**src/rtl/control_unit.sv**
```systemverilog
// ----------------------------------------------------------------------------
// control_unit
//
// Purpose:
//   Combinational decode/sequencing block for the 8-bit accumulator CPU.
//   From the current FSM state, the instruction register and the ALU zero
//   flag it produces the next FSM state and every datapath strobe/select.
//   The state register itself lives in the datapath; this block holds no
//   storage and has zero latency.
//
// Ports:
//   clk          in   1  system clock (timing reference only, not used here)
//   reset        in   1  synchronous active-high; forces all defaults and
//                        next_state = FETCH
//   instr        in   8  IR contents: [7:5] opcode, [4:0] operand field
//   state        in   3  current FSM state
//   zf           in   1  ALU zero flag
//   next_state   out  3  state to load on the next clk edge
//   pc_we        out  1  PC write enable
//   pc_sel       out  1  0 = PC+1, 1 = jump target
//   pc_jmp_sel   out  1  0 = PC + sext(pc_offset), 1 = A (absolute)
//   pc_offset    out  4  relative jump offset
//   addr_sel     out  1  memory address: 0 = PC, 1 = {4'b0, addr_offset}
//   addr_offset  out  4  data address
//   mem_sel      out  1  memory write data: 0 = A, 1 = B
//   mem_we       out  1  memory write enable
//   alu_opcode   out  3  ALU operation
//   alu_sel_a    out  1  ALU A operand: 0 = A, 1 = B
//   alu_sel_b    out  1  ALU B operand: 0 = B, 1 = constant 1
//   alu_we       out  1  ALU result register write
//   zf_we        out  1  zero flag write
//   ir_we        out  1  IR write
//   a_sel        out  1  A source: 0 = ALU result, 1 = memory data
//   a_we         out  1  A write enable
//   b_sel        out  1  B source: 0 = memory data, 1 = A
//   b_we         out  1  B write enable
//   halt         out  1  processor halted
// ----------------------------------------------------------------------------
module control_unit (
    input  logic       clk,
    input  logic       reset,
    input  logic [7:0] instr,
    input  logic [2:0] state,
    input  logic       zf,
    output logic [2:0] next_state,
    output logic       pc_we,
    output logic       pc_sel,
    output logic       pc_jmp_sel,
    output logic [3:0] pc_offset,
    output logic       addr_sel,
    output logic [3:0] addr_offset,
    output logic       mem_sel,
    output logic       mem_we,
    output logic [2:0] alu_opcode,
    output logic       alu_sel_a,
    output logic       alu_sel_b,
    output logic       alu_we,
    output logic       zf_we,
    output logic       ir_we,
    output logic       a_sel,
    output logic       a_we,
    output logic       b_sel,
    output logic       b_we,
    output logic       halt
);

    // FSM state encodings (code 3'b111 is unused and decodes like IDLE)
    localparam logic [2:0] S_FETCH     = 3'b000;
    localparam logic [2:0] S_DECODE    = 3'b001;
    localparam logic [2:0] S_EXECUTE   = 3'b010;
    localparam logic [2:0] S_MEMORY    = 3'b011;
    localparam logic [2:0] S_WRITEBACK = 3'b100;
    localparam logic [2:0] S_HALT      = 3'b101;

    // Opcodes in instr[7:5]
    localparam logic [2:0] OP_NOP = 3'b000;
    localparam logic [2:0] OP_LDA = 3'b001;
    localparam logic [2:0] OP_STA = 3'b010;
    localparam logic [2:0] OP_LDB = 3'b011;
    localparam logic [2:0] OP_ALU = 3'b100;
    localparam logic [2:0] OP_JMP = 3'b101;
    localparam logic [2:0] OP_JZ  = 3'b110;
    localparam logic [2:0] OP_HLT = 3'b111;

    // The clock only times the external state register; keep it visibly
    // consumed so it does not read as a dangling input.
    logic unused_clk;
    assign unused_clk = clk;

    logic [2:0] opcode;
    assign opcode = instr[7:5];

    always_comb begin
        next_state  = S_FETCH;
        pc_we       = 1'b0;
        pc_sel      = 1'b0;
        pc_jmp_sel  = 1'b0;
        pc_offset   = 4'd0;
        addr_sel    = 1'b0;
        addr_offset = 4'd0;
        mem_sel     = 1'b0;
        mem_we      = 1'b0;
        alu_opcode  = 3'd0;
        alu_sel_a   = 1'b0;
        alu_sel_b   = 1'b0;
        alu_we      = 1'b0;
        zf_we       = 1'b0;
        ir_we       = 1'b0;
        a_sel       = 1'b0;
        a_we        = 1'b0;
        b_sel       = 1'b0;
        b_we        = 1'b0;
        halt        = 1'b0;

        if (!reset) begin
            case (state)
                S_FETCH: begin
                    // Read memory at PC into IR and advance PC by one.
                    addr_sel   = 1'b0;
                    ir_we      = 1'b1;
                    pc_we      = 1'b1;
                    pc_sel     = 1'b0;
                    next_state = S_DECODE;
                end

                S_DECODE: begin
                    case (opcode)
                        OP_NOP:         next_state = S_FETCH;
                        OP_LDA, OP_STA: next_state = S_MEMORY;
                        // LDB with instr[4]=1 is a register move B<-A and
                        // needs no memory access.
                        OP_LDB:         next_state = instr[4] ? S_EXECUTE : S_MEMORY;
                        OP_ALU, OP_JMP,
                        OP_JZ:          next_state = S_EXECUTE;
                        OP_HLT:         next_state = S_HALT;
                        default:        next_state = S_FETCH;
                    endcase
                end

                S_MEMORY: begin
                    if (opcode == OP_LDA || opcode == OP_STA || opcode == OP_LDB) begin
                        addr_sel    = 1'b1;
                        addr_offset = instr[3:0];
                    end
                    case (opcode)
                        OP_LDA: begin
                            a_sel = 1'b1;
                            a_we  = 1'b1;
                        end
                        OP_STA: begin
                            mem_sel = 1'b0;
                            mem_we  = 1'b1;
                        end
                        OP_LDB: begin
                            b_sel = 1'b0;
                            b_we  = 1'b1;
                        end
                        default: ;
                    endcase
                end

                S_EXECUTE: begin
                    case (opcode)
                        OP_ALU: begin
                            alu_opcode = instr[2:0];
                            alu_sel_a  = instr[4];
                            alu_sel_b  = instr[3];
                            alu_we     = 1'b1;
                            zf_we      = 1'b1;
                            next_state = S_WRITEBACK;
                        end
                        OP_LDB: begin
                            if (instr[4]) begin
                                b_sel = 1'b1;
                                b_we  = 1'b1;
                            end
                        end
                        OP_JMP, OP_JZ: begin
                            // JZ falls back to defaults when the flag is clear.
                            if (opcode == OP_JMP || zf) begin
                                pc_we      = 1'b1;
                                pc_sel     = 1'b1;
                                pc_jmp_sel = instr[4];
                                pc_offset  = instr[3:0];
                            end
                        end
                        default: ;
                    endcase
                end

                S_WRITEBACK: begin
                    if (opcode == OP_ALU) begin
                        a_sel = 1'b0;
                        a_we  = 1'b1;
                    end
                end

                S_HALT: begin
                    // Sticky until reset.
                    halt       = 1'b1;
                    next_state = S_HALT;
                end

                default: ;
            endcase
        end
    end

endmodule

```
**config.mk**
```make
export PLATFORM = sky130hd
export DESIGN_NAME = control_unit
export DESIGN_NICKNAME = d
export VERILOG_FILES = /design/src/rtl/control_unit.sv
export SDC_FILE = /design/constraint.sdc
export NUM_CORES = 1
export LEC_CHECK = 0
export CAP_MARGIN = 20
export CORE_AREA = 5 5 42 44
export DETAILED_ROUTE_END_ITERATION = 7
export DIE_AREA = 0 0 47 49
export MAX_ROUTING_LAYER = met4
export PLACE_DENSITY = 0.88
export SLEW_MARGIN = 10
export SYNTH_ARGS = -nofsm -noshare
export SYNTH_HDL_FRONTEND = slang
export SYNTH_SLANG_ARGS = --single-unit
```
**constraint.sdc**
```tcl
create_clock -name vclk -period 3.3
set_clock_uncertainty 0.1 [all_clocks]
set_input_delay 0.825 -clock vclk [all_inputs]
set_output_delay 0.825 -clock vclk [all_outputs]
set_load 0.01 [all_outputs]
```
==> results of run 1 <==
final timing paths:
kind | startpoint | end | slack [ns] | cells past startpoint
max | reset | b_we | 0.10 | 5
min | state[0] | pc_sel | 2.15 | 4
area by class of cell:
| class | count | area [sq um] |
|---|---|---|
| well taps | 16 | 20.0 |
| inverters | 2 | 7.51 |
| repair buffers | 64 | 557 |
| multi-input cells | 57 | 384 |
| fillers | 119 | 433 |
power breakdown:
group	switching [mW]	total (mW)	internal, mW
clock	0	0	0
combinational	0.0319	0.0681	0.0361
sequential	0	0	0
total	0.0319	0.0681	0.0361
metrics by stage:
stage	utilization (%)	total power, mW	std cells
detailed placement	67.5	0.0711	134
global placement	67.5	0.0693	134
global route	69.1	0.0741	139
CTS	67.2	0.0676	138
finish	69.1	0.0681	139
floorplan	-	0.0302	66
cell usage after synthesis:
| master | instances | area share [%] |
|---|---|---|
| and2_1 | 15 | 22 |
| nor2_1 | 9 | 8.0 |
| buf_4 | 5 | 8.9 |
| nor3_1 | 5 | 5.9 |
| nand2_1 | 4 | 3.5 |
| nand3b_1 | 3 | 5.3 |
| and4b_1 | 2 | 4.7 |
| inv_1 | 2 | 1.8 |
| o21ai_0 | 2 | 2.4 |
| or2_2 | 2 | 2.9 |
| a2111oi_0 | 1 | 2.1 |
| a211o_1 | 1 | 2.1 |
| a211oi_1 | 1 | 1.8 |
| a211oi_4 | 1 | 4.7 |
| a22oi_1 | 1 | 1.8 |
| a31o_2 | 1 | 2.1 |
| a31oi_1 | 1 | 1.5 |
| buf_2 | 1 | 1.2 |
| clkbuf_1 | 1 | 0.88 |
| conb_1 | 1 | 0.88 |
| nand2b_1 | 1 | 1.5 |
| nand3_1 | 1 | 1.2 |
| nor2b_1 | 1 | 1.5 |
| nor3b_1 | 1 | 1.8 |
| nor4_4 | 1 | 5.0 |
| nor4b_1 | 1 | 2.1 |
| or3_4 | 1 | 2.7 |
worst max-delay path, delay by kind of cell:
kind | cells | cell delay [ns]
simple gates | 2 | 0.49
buf+inv | 3 | 0.95
routing by layer:
metal,track usage [%],wire (microns),vias up
li1,-,-,339
met1,16.7,673,294
met2,29.9,940,33
met3,2.58,221,2
met4,1.84,14,0
met5,-,0,-
kinds of logic (layout without fill, tap and decap cells):
logic type | after synthesis | count (layout)
simple gates | 47 | 47
compound gates | 9 | 9
buf+inv | 9 | 66
other cells | 1 | 1
repair_timing:
action | CTS | global route
setup buffers | 4 | 1
pin swaps | 4 | 2
gates resized for setup | 37 | 12
hold buffers | 0 | 0
setup endpoints to repair | 29 | 14
cells in the final DEF (no fill, tap or decap), types with 2 or more instances in the layout:
master            n
buf_4            22
dlygate4sd2_1    21
and2_1           14
nor2_1            9
clkdlybuf4s50_1   9
dlymetal6s2s_1    5
nand2_1           4
nor3_1            4
clkdlybuf4s15_1   4
nand3b_1          3
or2_2             2
inv_1             2
and4b_1           2
o21ai_0           2
buf_2             2
==> summary.md, run 1 <==
| Metric | Value |
|---|---|
| Antenna diode count | 0 |
| # DRC | 0 |
| Max-cap violations | 0 |
| Slowest stage delay, CP | 0.56 ns |
| Pre-CTS setup slack | -0.425 ns |
| Hold Path Class | in2out |
| Final setup viols | 0 |
| FF/Latch Area | 0 sq um |
| Core box area | 1400 sq um |
| Slowest cell on crit path | clkdlybuf4s50_1 |
| Post-Syn Area | 424 sq um |
| Crit path cell chain | dlygate4sd2_1 > or2_2 > buf_4 > nor3_1 > clkdlybuf4s50_1 |
| Starting Density | 30.3% |
| F_max | 313 MHz |
| XOR/XNOR Fraction of Synth Area | 0% |
| Post-Synth Simple-Gate Area | 68.1% |
| Top Ports | 44 |
| Largest net degree at the start of global routing | 11 |
| Synth Area in Adders | 0% |
| Post-DRT Antenna Nets | 0 |
| Die ar. | 2300 sq um |
| Number of global-route vias before repair | 662 |
| Final Cycle Share | 97.0% |
| Die width | 47 microns |
| Final GP Congestion | 0.832 |
| DP HPWL | 1550 microns |
| Synth Area in Compound Gates | 18.3% |
| Row count | 14 |
| Routed len/inst | 13.3 microns |
| YS warnings | 0 |
| DR pass1 iterations | 4 |
| DR vias/cell | 4.81 |
| WP data arrival | 2.27 ns |
| Pwr/cell area | 70.3 nW/um^2 |
| Status | finished clean |
| Placed cell area | 946 sq um |
| Sequential fraction of the synthesis area | 0% |
| Hold Slack | 2.15 ns |
| Routed vias | 668 |
| Worst setup margin | 0.100 ns |
| Initial antenna violation count | 0 |
| Mux cell area share after synthesis | 0% |
| FFs & Latches | 0 |
| Final #Nets | 139 |
| Worst vdd ir | 0.0441 mV |
| Post-Route Setup TNS | 0 ns |
| Maximum fanout along the worst path | 3 |
| Final Hold Viols | 0 |
| Leakage Power | 0.581 nW |
| Element type at the critical path end | output pin |
| Synth unique cells | 27 |
| Cells after Synth | 66 |
| IO Port Bufs | 42 |
| Setup CP Type | in2out |
| Clock Buffer Count | 0 |
| Post-layout min period | 3.20 ns |
| Largest family of logic cells by synthesized area | simple AND/OR/NAND/NOR gates |
| Finished Cell Area | 968 sq um |
| GRT Overall Usage | 15.8% |
| Synthesized net count | 80 |
| Final slew viol count | 0 |
| CP startpoint kind | input port |
| Area growth from synthesis to layout | 128% |
| Detailed Route WL | 1850 microns |
| Layout cell share with drive strength beyond 1 | 27.6% |
| Die Y | 49 microns |
| DR iter-0 viols | 9 |
| Global route total overflow | 0 |
| Critical Path RT | 2.37 ns |
| First-pass GRT wire length | 2800 microns |
| Synthesized area per cell | 6.43 sq um |
Note: power is estimated with default switching activity, not from simulation.
==> run 2, diff against run 1 <==
--- a/config.mk
+++ b/config.mk
@@ -12,3 +12,3 @@
 export MAX_ROUTING_LAYER = met4
-export PLACE_DENSITY = 0.88
+export PLACE_DENSITY = 0.95
 export SLEW_MARGIN = 10
--- a/constraint.sdc
+++ b/constraint.sdc
@@ -4,2 +4,2 @@
 set_output_delay 0.825 -clock vclk [all_outputs]
-set_load 0.01 [all_outputs]
+set_load 0.005 [all_outputs]
==> run 2 against run 1 <==
Sequential cell count stayed put. Setup slack worse by 0.042 ns. Combinational power is 2% higher. Fmax is 1.3% lower. Utilization is 0.27 points higher. Critical path type unchanged.
==> summary.md, run 2 (same netlist as run 1, synthesis figures left out) <==
| Metric | Value |
|---|---|
| Final setup viols | 0 (unchanged) |
| Crit path depth | 6 (+1) |
| Power Total | 69.7 uW (+2.4%) |
| DR iter-0 viols | 2 (-7) |
| Leakage Power | 0.504 nW (-13%) |
| Routed vias | 685 (+2.5%) |
| WP data arrival | 2.32 ns (+0.05 ns) |
| Hold Slack | 2.09 ns (-0.0602 ns) |
| Fin util | 69.4% (+0.27 points) |
| Hold Buf Count CTS | 0 (unchanged) |
| Clock Buffer Count | 0 (unchanged) |
| Setup CP Type | in2out |
| Final slew viol count | 0 (unchanged) |
| Post-layout min period | 3.24 ns (+0.0417 ns) |
| Final #Nets | 138 (-0.72%) |
| Worst setup margin | 0.0583 ns (-0.0417 ns) |
| First-pass GRT wire length | 3110 microns (+11%) |
| Slowest cell on crit path | clkdlybuf4s50_1 |
| # DRC | 0 (unchanged) |
| Largest net degree at the start of global routing | 11 (unchanged) |
| Max-cap violations | 0 (unchanged) |
| Worst setup endpoint | addr_offset[0] |
| Top delay family on crit path | buffers and inverters |
| CP Buf/Inv Count | 3 (unchanged) |
| Element type at the critical path end | output pin |
| Starting Density | 30.3% (unchanged) |
| Fillers | 130 (+9.2%) |
| Number of global-route vias before repair | 663 (+0.15%) |
| Slowest stage delay, CP | 0.50 ns (-0.06 ns) |
| DR pass1 iterations | 3 (-1) |
| IO Port Bufs | 42 (unchanged) |
| Most frequent cells in the layout | buf_4 (20), clkdlybuf4s50_1 (18), and2_1 (15), dlygate4sd2_1 (15), nor2_1 (7) |
| Critical Path RT | 2.37 ns (about the same) |
| Final GP Congestion | 0.777 (-6.6%) |
| CP startpoint | reset |
| Antenna diode count | 0 (unchanged) |
| Maximum fanout along the worst path | 5 (+2) |
| Hold Path Class | in2out |
| Layout cell share with drive strength beyond 1 | 31.1% (+3.5 points) |
| Top Ports | 44 (unchanged) |
| Post-DRT Antenna Nets | 0 (unchanged) |
| Crit path cell chain | dlygate4sd2_1 > or2_4 > nor3_2 > buf_4 > and2_1 > clkdlybuf4s50_1 |
| Final Cycle Share | 98.2% (+1.3 points) |
| GRT Overall Usage | 17.5% (+1.7 points) |
| Final Hold Viols | 0 (unchanged) |
| Global route total overflow | 0 (unchanged) |
| FF/Latch Area | 0 sq um (unchanged) |
| Routed len/inst | 13.8 microns (+3.4%) |
| Die width | 47 microns (unchanged) |
| Pwr/cell area | 71.7 nW/um^2 (+2.0%) |
| CP startpoint kind | input port |
| F_max | 308 MHz (-1.3%) |
| Detailed Route WL | 1900 microns (+2.7%) |
| FFs & Latches | 0 (unchanged) |
| Initial antenna violation count | 0 (unchanged) |
| Pre-CTS setup slack | -0.439 ns (-0.0140 ns) |
| DR vias/cell | 4.96 (+3.3%) |
| Status | finished clean |
| RSZ-0062 raised after global routing | false |
| Die ar. | 2300 sq um (unchanged) |
| Row count | 14 (unchanged) |
| Core box area | 1400 sq um (unchanged) |
| DP HPWL | 1510 microns (-2.5%) |
| Worst vdd ir | 0.0392 mV (-11%) |
| Die Y | 49 microns (unchanged) |
| Commonest non-fill, non-tap cell in the layout | buf_4 |
| Area growth from synthesis to layout | 129% |
==> run 2: cell types whose count changed in the layout (fill, tap and decap cells not counted), sizes merged <==
cell           change
dlygate4sd2        -6
clkdlybuf4s15      -3
dlymetal6s2s       -3
clkdlybuf4s50      +9
clkbuf             +2
==> run 2: layer usage <==
layer | track usage (%) | routed length (microns)
met1 | 19.2 | 688
met2 | 33.0 | 1060
met3 | 0.738 | 106
met4 | 3.23 | 48
met5 | - | 0
==> run 2: layout make-up <==
class	count	area, sq um	share of cell area (%)
Inverter	2	7.51	0.772
Multi-Input combinational cell	57	398	40.9
Tap cell	16	20.0	2.06
Timing Repair Buffer	63	547	56.2
==> run 2: worst min path at each step <==
stage | cells after the start | end | slack [ns] | start
after floorplan | 1 | next_state[2] | 1.58 | reset
after global placement | 3 | pc_offset[1] | 2.54 | instr[1]
after detailed placement | 3 | pc_offset[1] | 2.56 | instr[1]
after CTS | 3 | alu_opcode[2] | 2.25 | instr[2]
after global routing | 3 | mem_we | 2.14 | instr[5]
final | 3 | mem_we | 2.09 | instr[5]
==> run 2: timing repair <==
| item | in CTS | in global routing |
|---|---|---|
| pin swaps | 8 | 2 |
| buffers inserted | 5 | 0 |
| resized for setup | 34 | 13 |
| endpoints found under the setup margin | 28 | 14 |
==> run 2: metrics by stage <==
stage | area (sq um) | std cells | setup TNS [ns]
after floorplan | 424 | 66 | 0
after global placement | 946 | 134 | -6.83
after detailed placement | 946 | 134 | -7.63
after CTS | 972 | 138 | -0.0858
after global routing | 972 | 138 | 0
final | 972 | 138 | 0
==> run 2: tightest hold or removal path, stage by stage <==
cell and delay, ns:
clkbuf_2 0.21, nor3b_1 0.08, dlygate4sd2_1 0.25
==> run 2: power breakdown <==
part | internal [mW] | switching, mW | total, mW
clock network | 0 | 0 | 0
registers | 0 | 0 | 0
logic | 0.0383 | 0.0314 | 0.0697
total | 0.0383 | 0.0314 | 0.0697
